===== config.mk =====
export PLATFORM = sky130hd
export DESIGN_NAME = irq_stimulus_gen
export DESIGN_NICKNAME = d
export VERILOG_FILES = /design/src/rtl/irq_stim_pkg.sv /design/src/rtl/irq_stim_channel.sv /design/src/rtl/irq_stimulus_gen.sv
export SDC_FILE = /design/constraint.sdc
export NUM_CORES = 1
export LEC_CHECK = 0
export ABC_AREA = 1
export BUFFER_PORTS_ARGS = -buffer_cell sky130_fd_sc_hd__buf_2
export CAP_MARGIN = 15
export CORE_MARGIN = 1.5
export CORE_UTILIZATION = 50
export DETAILED_ROUTE_END_ITERATION = 8
export GPL_TIMING_DRIVEN = 0
export PLACE_DENSITY = 0.65
export SYNTH_ARGS = -nofsm -noshare
export SYNTH_HDL_FRONTEND = slang
export SYNTH_SLANG_ARGS = --single-unit

===== constraint.sdc =====
create_clock -name clk -period 2.89 [get_ports clk]
set_input_delay 0.289 -clock clk [delete_from_list [all_inputs] [get_ports clk]]
set_output_delay 0.289 -clock clk [all_outputs]
set_load 0.01 [all_outputs]

===== src/rtl/irq_stim_pkg.sv =====
// Shared encodings for the interrupt stimulus source: channel modes, channel FSM states
// and the default acknowledge address.
package irq_stim_pkg;

    localparam logic [1:0] MODE_OFF      = 2'd0;
    localparam logic [1:0] MODE_PC_LEVEL = 2'd1;
    localparam logic [1:0] MODE_PC_PULSE = 2'd2;
    localparam logic [1:0] MODE_PERIODIC = 2'd3;

    localparam logic [2:0] ST_IDLE   = 3'd0;
    localparam logic [2:0] ST_ARMED  = 3'd1;
    localparam logic [2:0] ST_COUNT  = 3'd2;
    localparam logic [2:0] ST_ASSERT = 3'd3;
    localparam logic [2:0] ST_DONE   = 3'd4;

    localparam logic [31:0] DEFAULT_ACK_ADDR = 32'h0000_7F20;

endpackage


===== src/rtl/irq_stim_channel.sv =====
// One interrupt channel: PC-match or periodic trigger, level/pulse/periodic hold, ack clear.
// irq is registered one cycle after the trigger condition; no backpressure.
module irq_stim_channel
    import irq_stim_pkg::*;
#(
    parameter int ADDR_W = 32,
    parameter int CNT_W  = 16
) (
    input  logic              clk,
    input  logic              reset,
    input  logic              cfg_we,
    input  logic [1:0]        cfg_mode,
    input  logic [ADDR_W-1:0] cfg_addr,
    input  logic [CNT_W-1:0]  cfg_count,
    input  logic [ADDR_W-1:0] macro_pc,
    input  logic              macro_pc_valid,
    input  logic              ack,
    output logic              irq,
    output logic              irq_next,
    output logic              armed
);

    logic [2:0]        state;
    logic [2:0]        state_next;
    logic [1:0]        mode;
    logic [ADDR_W-1:0] trig_addr;
    logic [CNT_W-1:0]  reload;
    logic [CNT_W-1:0]  counter;
    logic [CNT_W-1:0]  counter_next;
    logic [CNT_W-1:0]  cfg_reload;
    logic              pc_match;

    // A period of 0 behaves like a period of 1.
    assign cfg_reload = (cfg_count == '0) ? '0 : cfg_count - CNT_W'(1);
    assign pc_match   = macro_pc_valid && (macro_pc == trig_addr);

    always_comb begin
        state_next   = state;
        counter_next = counter;
        irq_next     = irq;
        if (cfg_we) begin
            irq_next     = 1'b0;
            counter_next = '0;
            case (cfg_mode)
                MODE_PC_LEVEL, MODE_PC_PULSE: state_next = ST_ARMED;
                MODE_PERIODIC: begin
                    state_next   = ST_COUNT;
                    counter_next = cfg_reload;
                end
                default: state_next = ST_IDLE;
            endcase
        end else begin
            case (state)
                ST_ARMED: begin
                    if (pc_match) begin
                        state_next = ST_ASSERT;
                        irq_next   = 1'b1;
                    end
                end
                ST_COUNT: begin
                    if (counter == '0) begin
                        state_next = ST_ASSERT;
                        irq_next   = 1'b1;
                    end else begin
                        counter_next = counter - CNT_W'(1);
                    end
                end
                ST_ASSERT: begin
                    // The counter stays frozen here, so late acks never stack up periods.
                    case (mode)
                        MODE_PC_PULSE: begin
                            state_next = ST_DONE;
                            irq_next   = 1'b0;
                        end
                        MODE_PC_LEVEL: begin
                            if (ack) begin
                                state_next = ST_DONE;
                                irq_next   = 1'b0;
                            end
                        end
                        MODE_PERIODIC: begin
                            if (ack) begin
                                state_next   = ST_COUNT;
                                counter_next = reload;
                                irq_next     = 1'b0;
                            end
                        end
                        default: begin
                            state_next = ST_IDLE;
                            irq_next   = 1'b0;
                        end
                    endcase
                end
                default: ;
            endcase
        end
    end

    always_ff @(posedge clk) begin
        if (!reset) begin
            state     <= ST_IDLE;
            mode      <= MODE_OFF;
            trig_addr <= '0;
            reload    <= '0;
            counter   <= '0;
            irq       <= 1'b0;
        end else begin
            state   <= state_next;
            counter <= counter_next;
            irq     <= irq_next;
            if (cfg_we) begin
                mode      <= cfg_mode;
                trig_addr <= cfg_addr;
                reload    <= cfg_reload;
            end
        end
    end

    assign armed = (state == ST_ARMED) || (state == ST_COUNT);

endmodule


===== src/rtl/irq_stimulus_gen.sv =====
// Multi-channel interrupt stimulus for the MIPS system bench; drives HWInt lines.
// All outputs registered, irq one cycle after trigger; no backpressure.
module irq_stimulus_gen
    import irq_stim_pkg::*;
#(
    parameter int                N_CH     = 6,
    parameter int                ADDR_W   = 32,
    parameter int                CNT_W    = 16,
    parameter logic [ADDR_W-1:0] ACK_ADDR = ADDR_W'(DEFAULT_ACK_ADDR),
    localparam int               CH_W     = (N_CH > 1) ? $clog2(N_CH) : 1
) (
    input  logic              clk,
    input  logic              reset,
    input  logic              cfg_we,
    input  logic [CH_W-1:0]   cfg_ch,
    input  logic [1:0]        cfg_mode,
    input  logic [ADDR_W-1:0] cfg_addr,
    input  logic [CNT_W-1:0]  cfg_count,
    input  logic [ADDR_W-1:0] macro_pc,
    input  logic              macro_pc_valid,
    input  logic              ack_we,
    input  logic [ADDR_W-1:0] ack_addr,
    input  logic [N_CH-1:0]   ack_wdata,
    output logic [N_CH-1:0]   irq,
    output logic              irq_any,
    output logic [N_CH-1:0]   armed
);

    logic            ack_hit;
    logic [N_CH-1:0] irq_next;

    assign ack_hit = ack_we && (ack_addr == ACK_ADDR);

    // Out-of-range cfg_ch matches no channel, so the write is dropped.
    for (genvar i = 0; i < N_CH; i++) begin : g_ch
        irq_stim_channel #(
            .ADDR_W (ADDR_W),
            .CNT_W  (CNT_W)
        ) u_ch (
            .clk            (clk),
            .reset          (reset),
            .cfg_we         (cfg_we && (cfg_ch == CH_W'(i))),
            .cfg_mode       (cfg_mode),
            .cfg_addr       (cfg_addr),
            .cfg_count      (cfg_count),
            .macro_pc       (macro_pc),
            .macro_pc_valid (macro_pc_valid),
            .ack            (ack_hit && ack_wdata[i]),
            .irq            (irq[i]),
            .irq_next       (irq_next[i]),
            .armed          (armed[i])
        );
    end

    // OR of the next-state vector keeps irq_any aligned with irq.
    always_ff @(posedge clk) begin
        if (!reset) begin
            irq_any <= 1'b0;
        end else begin
            irq_any <= |irq_next;
        end
    end

endmodule

==> flow_summary.html, run 1 <==
<table>
<tr><th>Metric</th><th>Value</th></tr>
<tr><th colspan="2">Clock tree</th></tr>
<tr><td>Clock tree root driver cell</td><td>clkbuf_16</td></tr>
<tr><td>Count of H-tree levels built during CTS</td><td>2</td></tr>
<tr><td>TritonCTS clock tree</td><td>built</td></tr>
<tr><td>Setup fix buffers added after clock tree synthesis</td><td>0</td></tr>
<tr><td># resized after CTS</td><td>0</td></tr>
<tr><td>CTS hold repair buffers</td><td>0</td></tr>
<tr><td>CTS sink cnt</td><td>421</td></tr>
<tr><td>Number of buffers created by CTS</td><td>48</td></tr>
<tr><td>Insertion delay to the later sink of the worst-skew pair</td><td>0.61 ns</td></tr>
<tr><td>Clock transition at path regs</td><td>0.06 ns</td></tr>
<tr><td>Largest buffer count on any clock path</td><td>3</td></tr>
<tr><th colspan="2">Timing</th></tr>
<tr><td>Actual slew at the worst max-slew pin</td><td>1.236 ns</td></tr>
<tr><td>Final number of max-transition violations</td><td>0</td></tr>
<tr><td>Final hold violation count</td><td>0</td></tr>
<tr><td>Max frequency</td><td>0.3764 GHz</td></tr>
<tr><td>Largest clock skew in the final design</td><td>around 0.018 ns</td></tr>
<tr><td>Shortest period the worst path allows</td><td>around 2.7 ns</td></tr>
<tr><td>Unrepaired setup endpoints after global routing</td><td>false</td></tr>
<tr><td>Number of setup violations in the final report</td><td>0</td></tr>
<tr><td>Portion of the clock cycle consumed by the worst path in the final layout</td><td>91.94%</td></tr>
<tr><td>Relative slew margins</td><td>17.62%</td></tr>
<tr><th colspan="2">Critical path</th></tr>
<tr><td>Startpoint of the worst setup timing path</td><td>reset</td></tr>
<tr><td>Length in cells of the worst reg-to-reg path</td><td>16</td></tr>
<tr><td>Worst setup path endpoint</td><td>g_ch[2].u_ch.trig_addr[31]$_SDFFE_PN0P_</td></tr>
<tr><td>CP max stage cell</td><td>clkbuf_1</td></tr>
<tr><td>Capturing element type of the critical path</td><td>flop</td></tr>
<tr><td>Req. time, crit path</td><td>about 3.4 ns</td></tr>
<tr><td>Worst path arrival time</td><td>3.19 ns</td></tr>
<tr><td>R2r setup slk</td><td>0.50 ns</td></tr>
<tr><td>Endpoint of the worst-slack reg-to-reg timing path</td><td>irq_any$_SDFF_PN0_</td></tr>
<tr><td>Peak fanout along the critical path</td><td>10</td></tr>
<tr><td>Buf+Inv Stages, Crit Path</td><td>4</td></tr>
<tr><td>Launching element type of the critical path</td><td>input port</td></tr>
<tr><td>Setup Crit Path Kind</td><td>in2reg</td></tr>
<tr><td>Crit path max-delay family</td><td>buffers and inverters</td></tr>
<tr><td>Stages on worst setup path</td><td>6</td></tr>
<tr><td>Worst path max stage delay</td><td>0.97 ns</td></tr>
<tr><td>Worst-path cell chain</td><td>buf_2, clkbuf_1, clkbuf_1, clkbuf_1, o21ai_0, nor2_1</td></tr>
<tr><td>Worst r2r src</td><td>g_ch[5].u_ch.trig_addr[13]$_SDFFE_PN0P_</td></tr>
<tr><td>Top cell by count, worst path</td><td>clkbuf_1</td></tr>
<tr><th colspan="2">Power and ir drop</th></tr>
<tr><td>VDD IR-drop max</td><td>approximately 0.5 mV</td></tr>
<tr><td>Relative contribution of combinational cells to total power</td><td>28.1%</td></tr>
<tr><td>Internal power summed over all cells</td><td>11.84 mW</td></tr>
<tr><td>Leakage power figure</td><td>10.75 nW</td></tr>
<tr><td>Cell area power density</td><td>708.4 nW/um2</td></tr>
<tr><td>Net switching power of the design</td><td>6.417 mW</td></tr>
<tr><td>Overall power</td><td>between 15 and 20 mW</td></tr>
<tr><td>Net switching share of the total power</td><td>35.14%</td></tr>
<tr><td>Power share of the clock group</td><td>35.7%</td></tr>
<tr><td>Power share of the sequential group</td><td>36.2%</td></tr>
<tr><th colspan="2">Run status</th></tr>
<tr><td>Result of the run</td><td>complete, no violations</td></tr>
<tr><th colspan="2">Placement</th></tr>
<tr><td>Placed cells</td><td>a little over 4k</td></tr>
<tr><td>Count of input and output buffers</td><td>128</td></tr>
<tr><td>Placed wire-length estimate after detailed placement</td><td>74.21 mm</td></tr>
<tr><td>Final weighted congestion of routability-driven global placement</td><td>1.001</td></tr>
<tr><th colspan="2">Synthesis</th></tr>
<tr><td>Distinct cell type count of the synthesized netlist</td><td>56</td></tr>
<tr><td>Portion of synthesized cell area occupied by the leading cell type</td><td>37.04%</td></tr>
<tr><td>Number of enable-type register cells in the synthesized netlist</td><td>0</td></tr>
<tr><td>Netlist Area Pre-Place</td><td>22750 um2</td></tr>
<tr><td>Leading post-synthesis cells by cell area</td><td>dfxtp_1, nand2_1, o21ai_0</td></tr>
<tr><td>Sequential fraction of the synthesis area</td><td>37.04%</td></tr>
<tr><td>Most repeated cell in the gate-level netlist after synthesis</td><td>nand2_1</td></tr>
<tr><td>Yosys warnings</td><td>0</td></tr>
<tr><td>Most frequently used flop master after synthesis</td><td>dfxtp_1</td></tr>
<tr><td>Cell type with the highest aggregate area in the netlist</td><td>dfxtp_1</td></tr>
<tr><td>Share of flip-flops with an asynchronous set or reset</td><td>0%</td></tr>
<tr><td>Leading post-synthesis cells by instance count</td><td>nand2_1, nor2_1, dfxtp_1, o21ai_0, a21oi_1</td></tr>
<tr><td>Synthesized net count</td><td>3556</td></tr>
<tr><td>Synthesized instance count</td><td>3395</td></tr>
<tr><td>Mean cell area of the mapped netlist</td><td>approximately 6.7 um2</td></tr>
<tr><td>Synthesis-stage register bit count</td><td>between 400 and 500</td></tr>
<tr><th colspan="2">Floorplanning</th></tr>
<tr><td>FP Rows</td><td>77</td></tr>
<tr><td>Area of the die</td><td>46790 um2</td></tr>
<tr><td>Starting density of the core</td><td>51.12%</td></tr>
<tr><td>Area of the placeable core</td><td>44510 um2</td></tr>
<tr><td>Number of top-level pins</td><td>between 100 and 150</td></tr>
<tr><td>Vertical die dimension</td><td>216.3 um</td></tr>
<tr><td>Die span in x</td><td>216.3 um</td></tr>
<tr><th colspan="2">Drt</th></tr>
<tr><td>Detailed-route wire length</td><td>99.99 mm</td></tr>
<tr><td>Number of DRC markers after the initial detailed-route iteration</td><td>2944</td></tr>
<tr><td>ANT nets after route</td><td>0</td></tr>
<tr><td>DR vias/cell</td><td>5.976</td></tr>
<tr><td>DRC violation count after routing</td><td>0</td></tr>
<tr><td>Count of vias placed by the detailed router</td><td>approximately 25k</td></tr>
<tr><td>Average wire per cell in the routed design</td><td>approximately 24 um</td></tr>
<tr><td>DR pass1 iterations</td><td>6</td></tr>
<tr><th colspan="2">Global routing</th></tr>
<tr><td>Antenna violations before repair</td><td>1</td></tr>
<tr><td>Global Route Usage Sum</td><td>41.89%</td></tr>
<tr><td>Maximum number of pins on one net before global-route repair</td><td>14</td></tr>
<tr><td>Grt ovf</td><td>0</td></tr>
<tr><td>Wire length of the first global-routing pass</td><td>146.4 mm</td></tr>
<tr><td>Via count of the first global-routing pass</td><td>between 20k and 25k</td></tr>
<tr><th colspan="2">Cells and area</th></tr>
<tr><td>Count of antenna diodes in the layout</td><td>0</td></tr>
<tr><td>Number of filler cells placed in the layout</td><td>4393</td></tr>
<tr><td>Relative area change from synthesis to final layout</td><td>13.30%</td></tr>
<tr><td>Count of placed standard cells in the final layout, fillers left out</td><td>4205</td></tr>
<tr><td>Final net count</td><td>3734</td></tr>
<tr><td>Finished Core Util</td><td>between 50% and 60%</td></tr>
<tr><td>Fraction of final layout cells with drive strength greater than 1</td><td>13.06%</td></tr>
<tr><th colspan="2">Run</th></tr>
<tr><td>Max-Cap Viols</td><td>0</td></tr>
<tr><th colspan="2">Min path</th></tr>
<tr><td>Worst Hold Class</td><td>in2reg</td></tr>
</table>
## how the worst min path moves through the flow
stage	startpoint	endpoint	cells after the start
finish	cfg_addr[26]	g_ch[0].u_ch.trig_addr[26]$_SDFFE_PN0P_	3
global route	cfg_addr[26]	g_ch[0].u_ch.trig_addr[26]$_SDFFE_PN0P_	3
CTS	cfg_addr[26]	g_ch[0].u_ch.trig_addr[26]$_SDFFE_PN0P_	3
detailed placement	g_ch[3].u_ch.trig_addr[2]$_SDFFE_PN0P_	g_ch[3].u_ch.trig_addr[2]$_SDFFE_PN0P_	2
global placement	g_ch[3].u_ch.trig_addr[2]$_SDFFE_PN0P_	g_ch[3].u_ch.trig_addr[2]$_SDFFE_PN0P_	2
floorplan	cfg_addr[10]	g_ch[0].u_ch.trig_addr[10]$_SDFFE_PN0P_	2
## worst reg2reg max path: cells and delay by family, from the launching register on
kind / cells / cell delay [ns]
buffers and inverters: 1 / 0.07
flip-flops: 1 / 0.34
AND/OR/NAND/NOR: 15 / 1.90
## cell families after synthesis
family | count (synthesis) | synth area share, %
buffers and inverters | 517 | 9.404
and+or+nand+nor | 1407 | 26.25
adders and majority gates | 33 | 1.815
xor gates and xnor gates | 87 | 3.349
DFF | 421 | 37.04
AOI/OAI and AO/OA | 930 | 22.14
## power groups by stage
stage	clock network, mW	logic (mW)	registers, mW
floorplan	0	3.55	6.62
global placement	0	4.90	6.71
detailed placement	0	4.96	6.72
CTS	6.49	5.00	6.59
global route	6.72	5.63	6.66
finish	6.52	5.13	6.61
## per-stage QoR
stage | hold slack (ns) | worst slack (ns) | TNS (ns) | cell area (um2)
2_1_floorplan | 0.4239 | 1.191 | 0 | 22750
3_3_place_gp | 0.4470 | -0.1415 | -1.941 | 24130
3_5_place_dp | 0.4492 | -0.2727 | -2.214 | 24130
4_1_cts | 0.04236 | 0.3213 | 0 | 25780
5_1_grt | 0.06289 | 0.3041 | 0 | 25780
6_report | 0.05773 | 0.2329 | 0 | 25780
## state kept, by name, indices dropped and copies added, names as in the netlist
signal	count
g_ch.u_ch.trig_addr	192
g_ch.u_ch.counter	96
g_ch.u_ch.reload	96
g_ch.u_ch.state	18
g_ch.u_ch.mode	12
g_ch.u_ch.irq	6
irq_any	1
## final cells by class
| cell class | count | area, um2 | share of cell area [%] |
|---|---|---|---|
| Multi-Input combinational cell | 2457 | 12180 | 47.27 |
| Sequential cell | 421 | 8428 | 32.70 |
| Clock buffer | 71 | 1409 | 5.465 |
| Inverter | 334 | 1256 | 4.873 |
| Buffer | 183 | 883.3 | 3.427 |
| Tap cell | 592 | 740.7 | 2.874 |
| Timing Repair Buffer | 128 | 640.6 | 2.485 |
| Clock inverter | 19 | 235.2 | 0.9125 |
## routing by layer
metal	track usage (%)	vias up	routed length, um
li1	-	11530	-
met1	52.94	11730	38420
met5	0	-	0
met3	6.877	350	10130
met4	28.63	0	7444
met2	65.57	1520	43990
## cell usage in the layout, fill, tap and decap left out, types with 9 or more instances in the layout
cell type  Yosys  final
xnor2_1       40     40
a21oi_2       13     13
o211ai_1      18     18
nor2_2        30     30
clkbuf_16      0     49
nand4_1       36     36
dfxtp_1      421    421
o21ai_0      385    385
inv_1        252    252
a21oi_1      295    295
buf_1          9      9
clkbuf_8       0     10
o22ai_1       45     45
nand2_2       10     10
clkinv_2       0      9
o21ai_1       88     88
nand2_1      676    676
buf_4         20     20
a31oi_1       38     38
or2_2          9      9
ha_1          33     33
nand3_1      110    110
nor2_1       455    455
xor2_1        47     47
inv_2         78     78
nor2_4        12     12
nor3_1        35     35
clkbuf_1      95    107
buf_2         52    180
Note: power is estimated with default switching activity, not from simulation.
==> run 2: changes to the inputs <==
Settings changed: ABC_AREA 1 to 0, BUFFER_PORTS_ARGS -buffer_cell sky130_fd_sc_hd__buf_2 to -buffer_cell sky130_fd_sc_hd__clkbuf_2.
==> run 2 against run 1 <==
Net effect: the flow now finishes with violations (setup timing); cell count shrank 13%; non-clock buffer count increased by 33; critical path depth increased by 1; power decreased by 16%; clock power increased by 0.8%; flip-flop and latch count unchanged; setup slack worse by 0.30 ns; worst hold slack lost 0.028 ns; sequential power decreased by 7.1%; count of clock-buffer cells in the layout is 2 higher.
==> flow_summary.html, run 2 <==
<table>
<tr><th>Metric</th><th>Value</th></tr>
<tr><th colspan="2">Run status</th></tr>
<tr><td>Result of the run</td><td>finished, violations left</td></tr>
<tr><td>Failing checks</td><td>setup timing</td></tr>
<tr><th colspan="2">Placement</th></tr>
<tr><td>Cell Area, Placed</td><td>23210 um2 (-3.8%)</td></tr>
<tr><td>Worst-case setup slack after placement</td><td>-0.7615 ns (-0.4888 ns)</td></tr>
<tr><td>Placed wire-length estimate after detailed placement</td><td>68.87 mm (-7.2%)</td></tr>
<tr><td>Count of input and output buffers</td><td>107 (-16%)</td></tr>
<tr><td>Final weighted congestion of routability-driven global placement</td><td>0.9882 (-1.3%)</td></tr>
<tr><th colspan="2">Clock tree</th></tr>
<tr><td>Clock tree root driver cell</td><td>clkbuf_16</td></tr>
<tr><td>Count of H-tree levels built during CTS</td><td>2 (unchanged)</td></tr>
<tr><td>Number of buffers created by CTS</td><td>48 (unchanged)</td></tr>
<tr><td>Largest buffer count on any clock path</td><td>3 (unchanged)</td></tr>
<tr><td>Insertion delay to the later sink of the worst-skew pair</td><td>0.61 ns (about the same)</td></tr>
<tr><td>Clock transition at path regs</td><td>0.06 ns (about the same)</td></tr>
<tr><td>TritonCTS clock tree</td><td>built</td></tr>
<tr><td>CTS sink cnt</td><td>421 (unchanged)</td></tr>
<tr><th colspan="2">Synthesis</th></tr>
<tr><td>Cell type with the highest aggregate area in the netlist</td><td>dfxtp_1</td></tr>
<tr><td>Netlist Area Pre-Place</td><td>21870 um2 (-3.9%)</td></tr>
<tr><td>Sequential fraction of the synthesis area</td><td>38.54% (+1.5 points)</td></tr>
<tr><td>Synthesis-stage register bit count</td><td>421 (unchanged)</td></tr>
<tr><td>Mean cell area of the mapped netlist</td><td>7.606 um2 (+14%)</td></tr>
<tr><td>Portion of synthesized cell area occupied by the leading cell type</td><td>38.54% (+1.5 points)</td></tr>
<tr><td>Most repeated cell in the gate-level netlist after synthesis</td><td>nand2_1</td></tr>
<tr><td>Leading post-synthesis cells by cell area</td><td>dfxtp_1, nand2_1, a21oi_1</td></tr>
<tr><td>Distinct cell type count of the synthesized netlist</td><td>84 (+50%)</td></tr>
<tr><td>Yosys warnings</td><td>0 (unchanged)</td></tr>
<tr><td>Number of enable-type register cells in the synthesized netlist</td><td>0 (unchanged)</td></tr>
<tr><td>Share of flip-flops with an asynchronous set or reset</td><td>0% (unchanged)</td></tr>
<tr><td>Synthesized instance count</td><td>2875 (-15%)</td></tr>
<tr><td>Synthesized net count</td><td>3036 (-15%)</td></tr>
<tr><td>Most frequently used flop master after synthesis</td><td>dfxtp_1</td></tr>
<tr><td>Leading post-synthesis cells by instance count</td><td>nand2_1, dfxtp_1, a21oi_1, nor2_1, clkbuf_1</td></tr>
<tr><th colspan="2">Power and ir drop</th></tr>
<tr><td>Relative contribution of combinational cells to total power</td><td>16.9% (-11 points)</td></tr>
<tr><td>Internal power summed over all cells</td><td>10.83 mW (-8.5%)</td></tr>
<tr><td>Power share of the clock group</td><td>42.9% (+7.2 points)</td></tr>
<tr><td>Power share of the sequential group</td><td>40.2% (+4.0 points)</td></tr>
<tr><td>Cell area power density</td><td>610.2 nW/um2 (-14%)</td></tr>
<tr><td>Leakage power figure</td><td>9.106 nW (-15%)</td></tr>
<tr><td>VDD IR-drop max</td><td>0.4922 mV (-0.11%)</td></tr>
<tr><td>Overall power</td><td>15.29 mW (-16%)</td></tr>
<tr><td>Net switching share of the total power</td><td>29.17% (-6.0 points)</td></tr>
<tr><td>Net switching power of the design</td><td>4.460 mW (-30%)</td></tr>
<tr><th colspan="2">Drt</th></tr>
<tr><td>DR pass1 iterations</td><td>5 (-1)</td></tr>
<tr><td>Count of vias placed by the detailed router</td><td>22.45k (-11%)</td></tr>
<tr><td>Detailed-route wire length</td><td>92.88 mm (-7.1%)</td></tr>
<tr><td>ANT nets after route</td><td>0 (unchanged)</td></tr>
<tr><td>Number of DRC markers after the initial detailed-route iteration</td><td>2709 (-8.0%)</td></tr>
<tr><td>DR vias/cell</td><td>6.122 (+2.5%)</td></tr>
<tr><td>Average wire per cell in the routed design</td><td>25.33 um (+6.5%)</td></tr>
<tr><td>DRC violation count after routing</td><td>0 (unchanged)</td></tr>
<tr><th colspan="2">Global routing</th></tr>
<tr><td>Grt ovf</td><td>0 (unchanged)</td></tr>
<tr><td>Global Route Usage Sum</td><td>40.90% (-0.99 points)</td></tr>
<tr><td>Maximum number of pins on one net before global-route repair</td><td>13 (-1)</td></tr>
<tr><td>Antenna violations before repair</td><td>7 (+6)</td></tr>
<tr><td>Via count of the first global-routing pass</td><td>20.85k (-11%)</td></tr>
<tr><td>Wire length of the first global-routing pass</td><td>134.3 mm (-8.3%)</td></tr>
<tr><th colspan="2">Timing</th></tr>
<tr><td>Relative slew margins</td><td>15.96% (-1.7 points)</td></tr>
<tr><td>Number of setup violations in the final report</td><td>1 (+1)</td></tr>
<tr><td>Largest clock skew in the final design</td><td>0.01983 ns (+0.001927 ns)</td></tr>
<tr><td>Actual slew at the worst max-slew pin</td><td>1.261 ns (+0.02483 ns)</td></tr>
<tr><td>Unrepaired setup endpoints after global routing</td><td>true</td></tr>
<tr><td>Max frequency</td><td>0.3379 GHz (-10%)</td></tr>
<tr><td>Final number of max-transition violations</td><td>0 (unchanged)</td></tr>
<tr><td>Worst-case setup margin in the final layout</td><td>-0.06932 ns (-0.3023 ns)</td></tr>
<tr><td>Portion of the clock cycle consumed by the worst path in the final layout</td><td>102.4% (+10 points)</td></tr>
<tr><td>Final hold violation count</td><td>0 (unchanged)</td></tr>
<tr><td>Shortest period the worst path allows</td><td>2.959 ns (+0.3023 ns)</td></tr>
<tr><td>Min Hold Slack</td><td>0.03011 ns (-0.02762 ns)</td></tr>
<tr><th colspan="2">Critical path</th></tr>
<tr><td>Capturing element type of the critical path</td><td>flop</td></tr>
<tr><td>Peak fanout along the critical path</td><td>2 (-8)</td></tr>
<tr><td>Req. time, crit path</td><td>3.36 ns (-0.06 ns)</td></tr>
<tr><td>Buf+Inv Stages, Crit Path</td><td>0 (-4)</td></tr>
<tr><td>Crit path max-delay family</td><td>simple AND/OR/NAND/NOR gates</td></tr>
<tr><td>Worst path arrival time</td><td>3.43 ns (+0.24 ns)</td></tr>
<tr><td>Launching element type of the critical path</td><td>flop</td></tr>
<tr><td>Worst path max stage delay</td><td>0.45 ns (-0.52 ns)</td></tr>
<tr><td>CP max stage cell</td><td>nand4_1</td></tr>
<tr><td>Worst-path cell chain</td><td>xnor2_1, nand4_1, nor4_2, nand4_1, a31oi_4, a221oi_1, a41oi_1</td></tr>
<tr><td>Top cell by count, worst path</td><td>nand4_1</td></tr>
<tr><td>Setup Crit Path Kind</td><td>reg2reg</td></tr>
<tr><th colspan="2">Floorplanning</th></tr>
<tr><td>Starting density of the core</td><td>50.77% (-0.35 points)</td></tr>
<tr><td>FP Rows</td><td>76 (-1.3%)</td></tr>
<tr><td>Area of the die</td><td>45000 um2 (-3.8%)</td></tr>
<tr><td>Number of top-level pins</td><td>141 (unchanged)</td></tr>
<tr><td>Area of the placeable core</td><td>43080 um2 (-3.2%)</td></tr>
<tr><td>Die span in x</td><td>212.1 um (-1.9%)</td></tr>
<tr><td>Vertical die dimension</td><td>212.1 um (-1.9%)</td></tr>
<tr><th colspan="2">Cells and area</th></tr>
<tr><td>Final net count</td><td>3200 (-14%)</td></tr>
<tr><td>Leading cell type in the layout, fill and taps excluded</td><td>nand2_1</td></tr>
<tr><td>Summed area of non-filler cells in the final layout</td><td>25060 um2 (-2.8%)</td></tr>
<tr><td>Leading registers by flop count</td><td>g_ch.u_ch.trig_addr (192), g_ch.u_ch.counter (96), g_ch.u_ch.reload (96)</td></tr>
<tr><td>Register with the most flip-flops</td><td>g_ch.u_ch.trig_addr</td></tr>
<tr><td>Finished Core Util</td><td>58.19% (+0.27 points)</td></tr>
<tr><td>Relative area change from synthesis to final layout</td><td>14.61%</td></tr>
<tr><td>Flip-flop count of the largest register after layout</td><td>192 (unchanged)</td></tr>
<tr><td>Commonest cells after routing, fill and taps aside</td><td>nand2_1, dfxtp_1, a21oi_1</td></tr>
<tr><td>Fraction of final layout cells with drive strength greater than 1</td><td>9.289% (-3.8 points)</td></tr>
<tr><th colspan="2">Run</th></tr>
<tr><td>Max-Cap Viols</td><td>0 (unchanged)</td></tr>
<tr><th colspan="2">Min path</th></tr>
<tr><td>Worst Hold Class</td><td>in2reg</td></tr>
</table>
[run 2: cell types whose count changed after synthesis, sizes merged, moves of 53 or more]
cell / delta
nand3: -83
nor4: +53
xor2: +65
a211oi: +88
a21oi: +63
clkbuf: +80
nor2: -272
o21ai: -422
xnor2: +107
inv: -295
[run 2: timing repair]
action | CTS | global route
hold endpoints to repair | 3 | 0
endpoints found under the setup margin | 21 | 45
buffers inserted | 0 | 2
gates cloned | 0 | 0
hold buffers | 1 | 0
pin swaps | 0 | 2
gates resized for setup | 9 | 25
[run 2: stage by stage]
step	std cells	setup TNS (ns)
finish	3667	-0.06932
global route	3665	-0.06365
CTS	3663	-0.07864
detailed placement	3572	-37.05
global placement	3567	-61.50
floorplan	2875	0
[run 2: power by group through the flow]
stage / sequential (mW) / clock, mW / combinational [mW]
floorplan: 6.22 / 0 / 1.62
global placement: 6.26 / 0 / 2.44
detailed placement: 6.26 / 0 / 2.47
CTS: 6.14 / 6.59 / 2.50
global route: 6.16 / 6.78 / 2.76
finish: 6.14 / 6.57 / 2.58
[run 2: cells by family after synthesis]
logic type / synth area share, %
AND/OR/NAND/NOR: 24.25
AO/OA/AOI/OAI: 19.76
flip-flops: 38.54
buffers and inverters: 4.903
XOR/XNOR: 10.37
adder cells (fa/ha/maj): 1.888
multiplexers: 0.2861
[run 2: worst reg2reg max path: cells and delay by family, from the launching register on]
kind / cells / cell delay (ns)
AOI/OAI and AO/OA: 3 / 0.97
xor gates and xnor gates: 1 / 0.39
DFF: 1 / 0.33
and+or+nand+nor: 3 / 1.13
[run 2: routing by layer]
layer / GRT usage (%) / part of all wire, %
met5: 0 / 0.014
met3: 7.533 / 9.6
met2: 64.16 / 45
met1: 52.08 / 39
met4: 25.27 / 6.5
[run 2: worst paths after layout]
path	start	endpoint	slack, ns	cells past startpoint
setup / recovery	g_ch[2].u_ch.trig_addr[1]$_SDFFE_PN0P_	irq_any$_SDFF_PN0_	-0.07	7
hold / removal	cfg_addr[24]	g_ch[0].u_ch.trig_addr[24]$_SDFFE_PN0P_	0.03	3
setup reg to reg	g_ch[2].u_ch.trig_addr[1]$_SDFFE_PN0P_	irq_any$_SDFF_PN0_	-0.07	7
hold reg to reg	g_ch[4].u_ch.reload[4]$_SDFFE_PN0P_	g_ch[4].u_ch.reload[4]$_SDFFE_PN0P_	0.46	2
[run 2: area by class of cell]
type / count / area (um2)
Fill cell: 4143 / 18010
Multi-Input combinational cell: 2188 / 12500
Sequential cell: 421 / 8428
Clock buffer: 73 / 1498
Buffer: 228 / 935.9
Tap cell: 585 / 732.0
Timing Repair Buffer: 116 / 625.6
Clock inverter: 17 / 201.4
Inverter: 36 / 135.1
Antenna cell: 3 / 7.507
